$ cat src/rtl/rf_wr_arbiter_pkg.sv
// ---------------------------------------------------------------------------
// rf_wr_arbiter_pkg : shared widths and FSM encoding for the RF write arbiter
// Revision: 1.0
// ---------------------------------------------------------------------------
`default_nettype none

package rf_wr_arbiter_pkg;

  localparam int REG_IDX_W = 5;
  localparam int DATA_W    = 32;

  localparam logic [REG_IDX_W-1:0] INIT_FIRST_IDX = 5'd1;
  localparam logic [REG_IDX_W-1:0] INIT_LAST_IDX  = 5'd31;

  typedef enum logic [0:0] {
    ST_INIT = 1'b0,
    ST_RUN  = 1'b1
  } state_t;

endpackage

`default_nettype wire

$ cat src/rtl/rf_wr_arbiter_rr_arb2.sv
// ---------------------------------------------------------------------------
// rr_arb2 : two-way round-robin grant with a one-bit last-grant history
// Revision: 1.0
// ---------------------------------------------------------------------------
`default_nettype none

module rr_arb2 (
  input  logic clk,
  input  logic rst,
  input  logic enable,
  input  logic valid0,
  input  logic valid1,
  output logic grant0,
  output logic grant1
);

  logic r_last_grant;

  // On contention the requester that did not win last time gets the grant.
  always_comb begin
    grant0 = 1'b0;
    grant1 = 1'b0;
    if (enable && !rst) begin
      grant0 = valid0 && (!valid1 || r_last_grant);
      grant1 = valid1 && (!valid0 || !r_last_grant);
    end
  end

  always_ff @(posedge clk or posedge rst) begin
    if (rst) begin
      r_last_grant <= 1'b1;
    end else if (grant0) begin
      r_last_grant <= 1'b0;
    end else if (grant1) begin
      r_last_grant <= 1'b1;
    end
  end

endmodule

`default_nettype wire

$ cat src/rtl/rf_wr_arbiter.sv
// ---------------------------------------------------------------------------
// rf_wr_arbiter : clears r1..r31 after reset, then arbitrates two RF writers
// Revision: 1.0
// ---------------------------------------------------------------------------
`default_nettype none

module rf_wr_arbiter
  import rf_wr_arbiter_pkg::*;
#(
  parameter int unsigned INIT_EN = 1
) (
  input  logic                 clk,
  input  logic                 rst,
  input  logic                 req0_valid,
  input  logic                 req1_valid,
  input  logic [REG_IDX_W-1:0] req0_addr,
  input  logic [REG_IDX_W-1:0] req1_addr,
  input  logic [DATA_W-1:0]    req0_data,
  input  logic [DATA_W-1:0]    req1_data,
  output logic                 req0_ready,
  output logic                 req1_ready,
  output logic                 rf_wen,
  output logic [REG_IDX_W-1:0] rf_waddr,
  output logic [DATA_W-1:0]    rf_wdata,
  output logic                 init_done
);

  state_t               r_state;
  state_t               w_state_nxt;
  logic [REG_IDX_W-1:0] r_counter;
  logic [REG_IDX_W-1:0] w_counter_nxt;
  logic                 r_init_done;
  logic                 r_rf_wen;
  logic [REG_IDX_W-1:0] r_rf_waddr;
  logic [DATA_W-1:0]    r_rf_wdata;
  logic                 w_rf_wen_nxt;
  logic [REG_IDX_W-1:0] w_rf_waddr_nxt;
  logic [DATA_W-1:0]    w_rf_wdata_nxt;
  logic                 w_arb_enable;
  logic                 w_grant0;
  logic                 w_grant1;

  rr_arb2 u_arb (
    .clk    (clk),
    .rst    (rst),
    .enable (w_arb_enable),
    .valid0 (req0_valid),
    .valid1 (req1_valid),
    .grant0 (w_grant0),
    .grant1 (w_grant1)
  );

  always_comb begin
    w_state_nxt    = r_state;
    w_counter_nxt  = r_counter;
    w_rf_wen_nxt   = 1'b0;
    w_rf_waddr_nxt = r_rf_waddr;
    w_rf_wdata_nxt = r_rf_wdata;
    w_arb_enable   = 1'b0;
    case (r_state)
      ST_INIT: begin
        w_rf_wen_nxt   = 1'b1;
        w_rf_waddr_nxt = r_counter;
        w_rf_wdata_nxt = '0;
        w_counter_nxt  = r_counter + 5'd1;
        if (r_counter == INIT_LAST_IDX) begin
          w_state_nxt = ST_RUN;
        end
      end
      ST_RUN: begin
        w_arb_enable = 1'b1;
        // r0 is hardwired zero: the handshake completes but nothing is written.
        if (w_grant0) begin
          w_rf_wen_nxt   = (req0_addr != '0);
          w_rf_waddr_nxt = req0_addr;
          w_rf_wdata_nxt = req0_data;
        end else if (w_grant1) begin
          w_rf_wen_nxt   = (req1_addr != '0);
          w_rf_waddr_nxt = req1_addr;
          w_rf_wdata_nxt = req1_data;
        end
      end
      default: begin
        w_state_nxt = ST_INIT;
      end
    endcase
  end

  always_ff @(posedge clk or posedge rst) begin
    if (rst) begin
      r_state     <= (INIT_EN != 0) ? ST_INIT : ST_RUN;
      r_counter   <= INIT_FIRST_IDX;
      // Without a clear sequence the block is in RUN straight out of reset.
      r_init_done <= (INIT_EN == 0);
      r_rf_wen    <= 1'b0;
      r_rf_waddr  <= '0;
      r_rf_wdata  <= '0;
    end else begin
      r_state     <= w_state_nxt;
      r_counter   <= w_counter_nxt;
      r_init_done <= (w_state_nxt == ST_RUN);
      r_rf_wen    <= w_rf_wen_nxt;
      r_rf_waddr  <= w_rf_waddr_nxt;
      r_rf_wdata  <= w_rf_wdata_nxt;
    end
  end

  assign req0_ready = w_grant0;
  assign req1_ready = w_grant1;
  assign rf_wen     = r_rf_wen;
  assign rf_waddr   = r_rf_waddr;
  assign rf_wdata   = r_rf_wdata;
  assign init_done  = r_init_done;

endmodule

`default_nettype wire

$ cat config.mk
export PLATFORM = sky130hd
export DESIGN_NAME = rf_wr_arbiter
export DESIGN_NICKNAME = d
export VERILOG_FILES = /design/src/rtl/rf_wr_arbiter_pkg.sv /design/src/rtl/rf_wr_arbiter_rr_arb2.sv /design/src/rtl/rf_wr_arbiter.sv
export SDC_FILE = /design/constraint.sdc
export NUM_CORES = 1
export LEC_CHECK = 0
export ABC_AREA = 1
export CORE_MARGIN = 2
export CORE_UTILIZATION = 40
export CTS_BUF_LIST = sky130_fd_sc_hd__clkbuf_4
export CTS_CLUSTER_DIAMETER = 120
export DETAILED_ROUTE_END_ITERATION = 10
export PLACE_DENSITY = 0.79
export SLEW_MARGIN = 20
export SYNTH_ARGS = -nofsm -noshare
export SYNTH_HDL_FRONTEND = slang
export SYNTH_HIERARCHICAL = 1
export SYNTH_SLANG_ARGS = --single-unit
$ cat constraint.sdc
create_clock -name clk -period 2 [get_ports clk]
set_clock_uncertainty 0.15 [all_clocks]
set_input_delay 0.2 -clock clk [delete_from_list [all_inputs] [get_ports clk]]
set_output_delay 0.2 -clock clk [all_outputs]
set_load 0.005 [all_outputs]
==> impl_metrics.yaml <==
timing:
  worst_slack_ns: 0.105
  period_share_pct: 94.7
  clock.fmax_mhz: 528
  hold_slack_ns: 0.113
  timing_hold_violations_final: 0
  tns_ns: 0
  drv_slew: 0
  setup-violations-final: 0
  tightest_slew_ns: 0.314
  fin_crit_ns: 1.89
  max_slew_margin_pct: 79.0
  rsz0062_at_grt: "false"
setup_path:
  cp_slowest_stage_delay_ns: 0.45
  regToRegStartpoint: "init_done$_DFF_PP0_"
  crit_chain: "inv_1, nor2_2, buf_4, nand3_2, inv_4, buf_4, buf_4, or2_2, o211ai_1, nand2_1"
  critPathCaptureType: "flip-flop"
  cp_common_cell: "buf_4"
  critical_path.top_delay_family: "buffers and inverters"
  crit_fanout: 17
  rr_worst_depth: 10
  arrival_ns: 1.98
  r2r-end: "rf_wdata[26]$_DFFE_PP0P_"
  slowest_stage: "dfrtp_2"
  path_class: "flip-flop to flip-flop"
  r2r_slack_ns: 0.11
  crit_required_ns: 2.09
  cp_num_buf_inv: 5
  cp-start-kind: "flip-flop"
floorplan:
  io_pins: 119
  core_area_sq_um: 5960
  dieArea_sq_um: 6820
  start_util_pct: 41.5
  die_y_um: 82.6
  num_rows: 28
  chipWidth_um: 82.6
synthesis:
  ys_top_cells_by_area: "dfrtp_1, nand2_1, nand3_1"
  async_flop_share_pct: 100
  yosysMostFrequentCell: "nand2_1"
  syn_inst: 290
  synth_nets: 370
  ys_ff_latch: 45
  synth_seq_area_share_pct: 45.7
  synth.cells.most_frequent: "nand2_1, dfrtp_1, nand3_1"
  syn_avg_cell_area_sq_um: 8.52
  synth_area_sq_um: 2470
  yosysWarnings: 6
  synth_largest_area_cell: "dfrtp_1"
  synth_top_area_share_pct: 43.6
  synth_edf_count: 0
  synthFlopType: "dfrtp_1"
  ys_types: 26
cts:
  cts.sinks: 45
  cts-htree-levels: 2
  cts.path.max_buffers: 2
  numCtsBuffers: 5
  clkTransAtPathRegs_ns: 0.13
  cts-root-buf: "clkbuf_4"
  hold_buffers: 0
  clk_latency_ns: 0.35
  cts_tree: "done"
global_route:
  grt_antenna_before_repair: 0
  grt_util_met1_pct: 21.7
  met2_usage_pct: 36.3
  grt_usage_pct: 19.9
  grt_pass1_vias: 2275
  grt_max_degree: 53
  grt_pass1_wl_um: 10300
  grt_use_met3_pct: 7.28
  grt.overflow.total: 0
  busiest_layer: "met2"
route:
  wl_per_cell_um: 13.7
  vias_per_cell: 5.01
  firstDrtPassIters: 4
  drtAntennaViolNets: 0
  drc: 0
  num_vias: 2438
  wirelength_um: 6690
  drt_iter0_drc: 115
status:
  status: "finished clean"
power_and_ir_drop:
  p_per_area_nw_per_um2: 695
  cellLeakagePower_uw: 0.00179
  vdd_ir_drop_max_uv: 324
hold_path:
  hold_path_class: "input pin to asynchronous set/reset pin"
place:
  dp.cells: 475
  port_buffers: 118
  pre_cts_slack_ns: 0.0181
  gp_congestion: 0.771
  dp_hpwl_um: 5010
final_layout:
  nNetsFinal: 491
  stdcell_count: 487
  post-route-util_pct: 64.7
  diodes: 0
  areaGrowthSynthToFinish_pct: 56.1
  drive_above_1_share_pct: 14.8
flow_run:
  maxCapViolations: 0
==> flip-flops by register name, summed over array words and instances, names as in the netlist <==
name                cells
rf_wdata               32
r_counter               5
rf_waddr                5
init_done               1
rf_wen                  1
u_arb/r_last_grant      1
==> kinds of logic after synthesis <==
group	Yosys count	synth area share [%]
AO/OA/AOI/OAI	45	14.3
XOR/XNOR	1	0.355
adder cells (fa/ha/maj)	2	1.01
buffers and inverters	45	9.22
flip-flops	45	45.7
AND/OR/NAND/NOR	152	29.4
==> repair_timing <==
| item | CTS | global route |
|---|---|---|
| endpoints found under the hold margin | 0 | 0 |
| buffers inserted | 3 | 1 |
| gates resized for setup | 7 | 3 |
| setup endpoints to repair | 3 | 2 |
| pin swaps | 0 | 1 |
==> routing by layer <==
metal / share of wire (%) / routed length [um]
met3: 8.8 / 586
met4: 1.0 / 70
met2: 50 / 3360
met1: 40 / 2680
met5: 0 / 0
==> how the worst max path moves through the flow <==
| stage | startpoint | to | cells after the start |
|---|---|---|---|
| global placement | rst | req0_ready | 5 |
| global route | init_done$_DFF_PP0_ | rf_wdata[26]$_DFFE_PP0P_ | 10 |
| CTS | init_done$_DFF_PP0_ | req1_ready | 5 |
| floorplan | u_arb/r_last_grant$_DFFE_PP1P_ | rf_wdata[0]$_DFFE_PP0P_ | 10 |
| detailed placement | rst | req0_ready | 5 |
| finish | init_done$_DFF_PP0_ | rf_wdata[26]$_DFFE_PP0P_ | 10 |
==> cell usage in the layout, fill, tap and decap left out <==
| master | count |
|---|---|
| dlymetal6s2s_1 | 2 |
| buf_4 | 15 |
| clkdlybuf4s50_1 | 115 |
| o21ai_0 | 2 |
| inv_4 | 1 |
| or2_1 | 6 |
| inv_1 | 19 |
| nor2_1 | 15 |
| buf_12 | 2 |
| ha_1 | 2 |
| bufinv_16 | 1 |
| nand3_1 | 39 |
| nor2_4 | 2 |
| o211ai_1 | 23 |
| or2_2 | 15 |
| clkinv_1 | 1 |
| nand2_1 | 58 |
| dlygate4sd2_1 | 1 |
| nor2_2 | 1 |
| clkbuf_4 | 6 |
| o21bai_1 | 1 |
| dfstp_2 | 2 |
| dfrtp_1 | 42 |
| nand3_2 | 2 |
| or2_0 | 12 |
| inv_2 | 4 |
| a21oi_1 | 10 |
| xor2_1 | 1 |
| o211ai_2 | 9 |
| dfrtp_2 | 1 |
| nand4_1 | 2 |
==> per-stage QoR <==
| stage | instance area [sq um] | power (uW) |
|---|---|---|
| after detailed placement | 3720 | 2140 |
| after CTS | 3840 | 2710 |
| after global routing | 3860 | 2840 |
| after floorplan | 2470 | 1550 |
| after global placement | 3720 | 2120 |
| final | 3860 | 2680 |
==> layout make-up <==
cell class | instances | area, sq um
inverters | 24 | 92.6
clock buffers | 6 | 45.0
repair buffers | 135 | 1340
multi-input cells | 200 | 1120
well taps | 75 | 93.8
fillers | 525 | 2100
clock inverters | 2 | 33.8
flip-flops and latches | 45 | 1130
==> worst min-delay path, cell delays in order <==
cell and delay (ns):
clkdlybuf4s50_1 0.44, buf_4 0.15, inv_2 0.24
==> power breakdown <==
part	switching [uW]	internal, uW	total, uW
clock network	287	274	561
logic	359	587	946
registers	93.8	1080	1170
(Power assumes the default switching activity.)
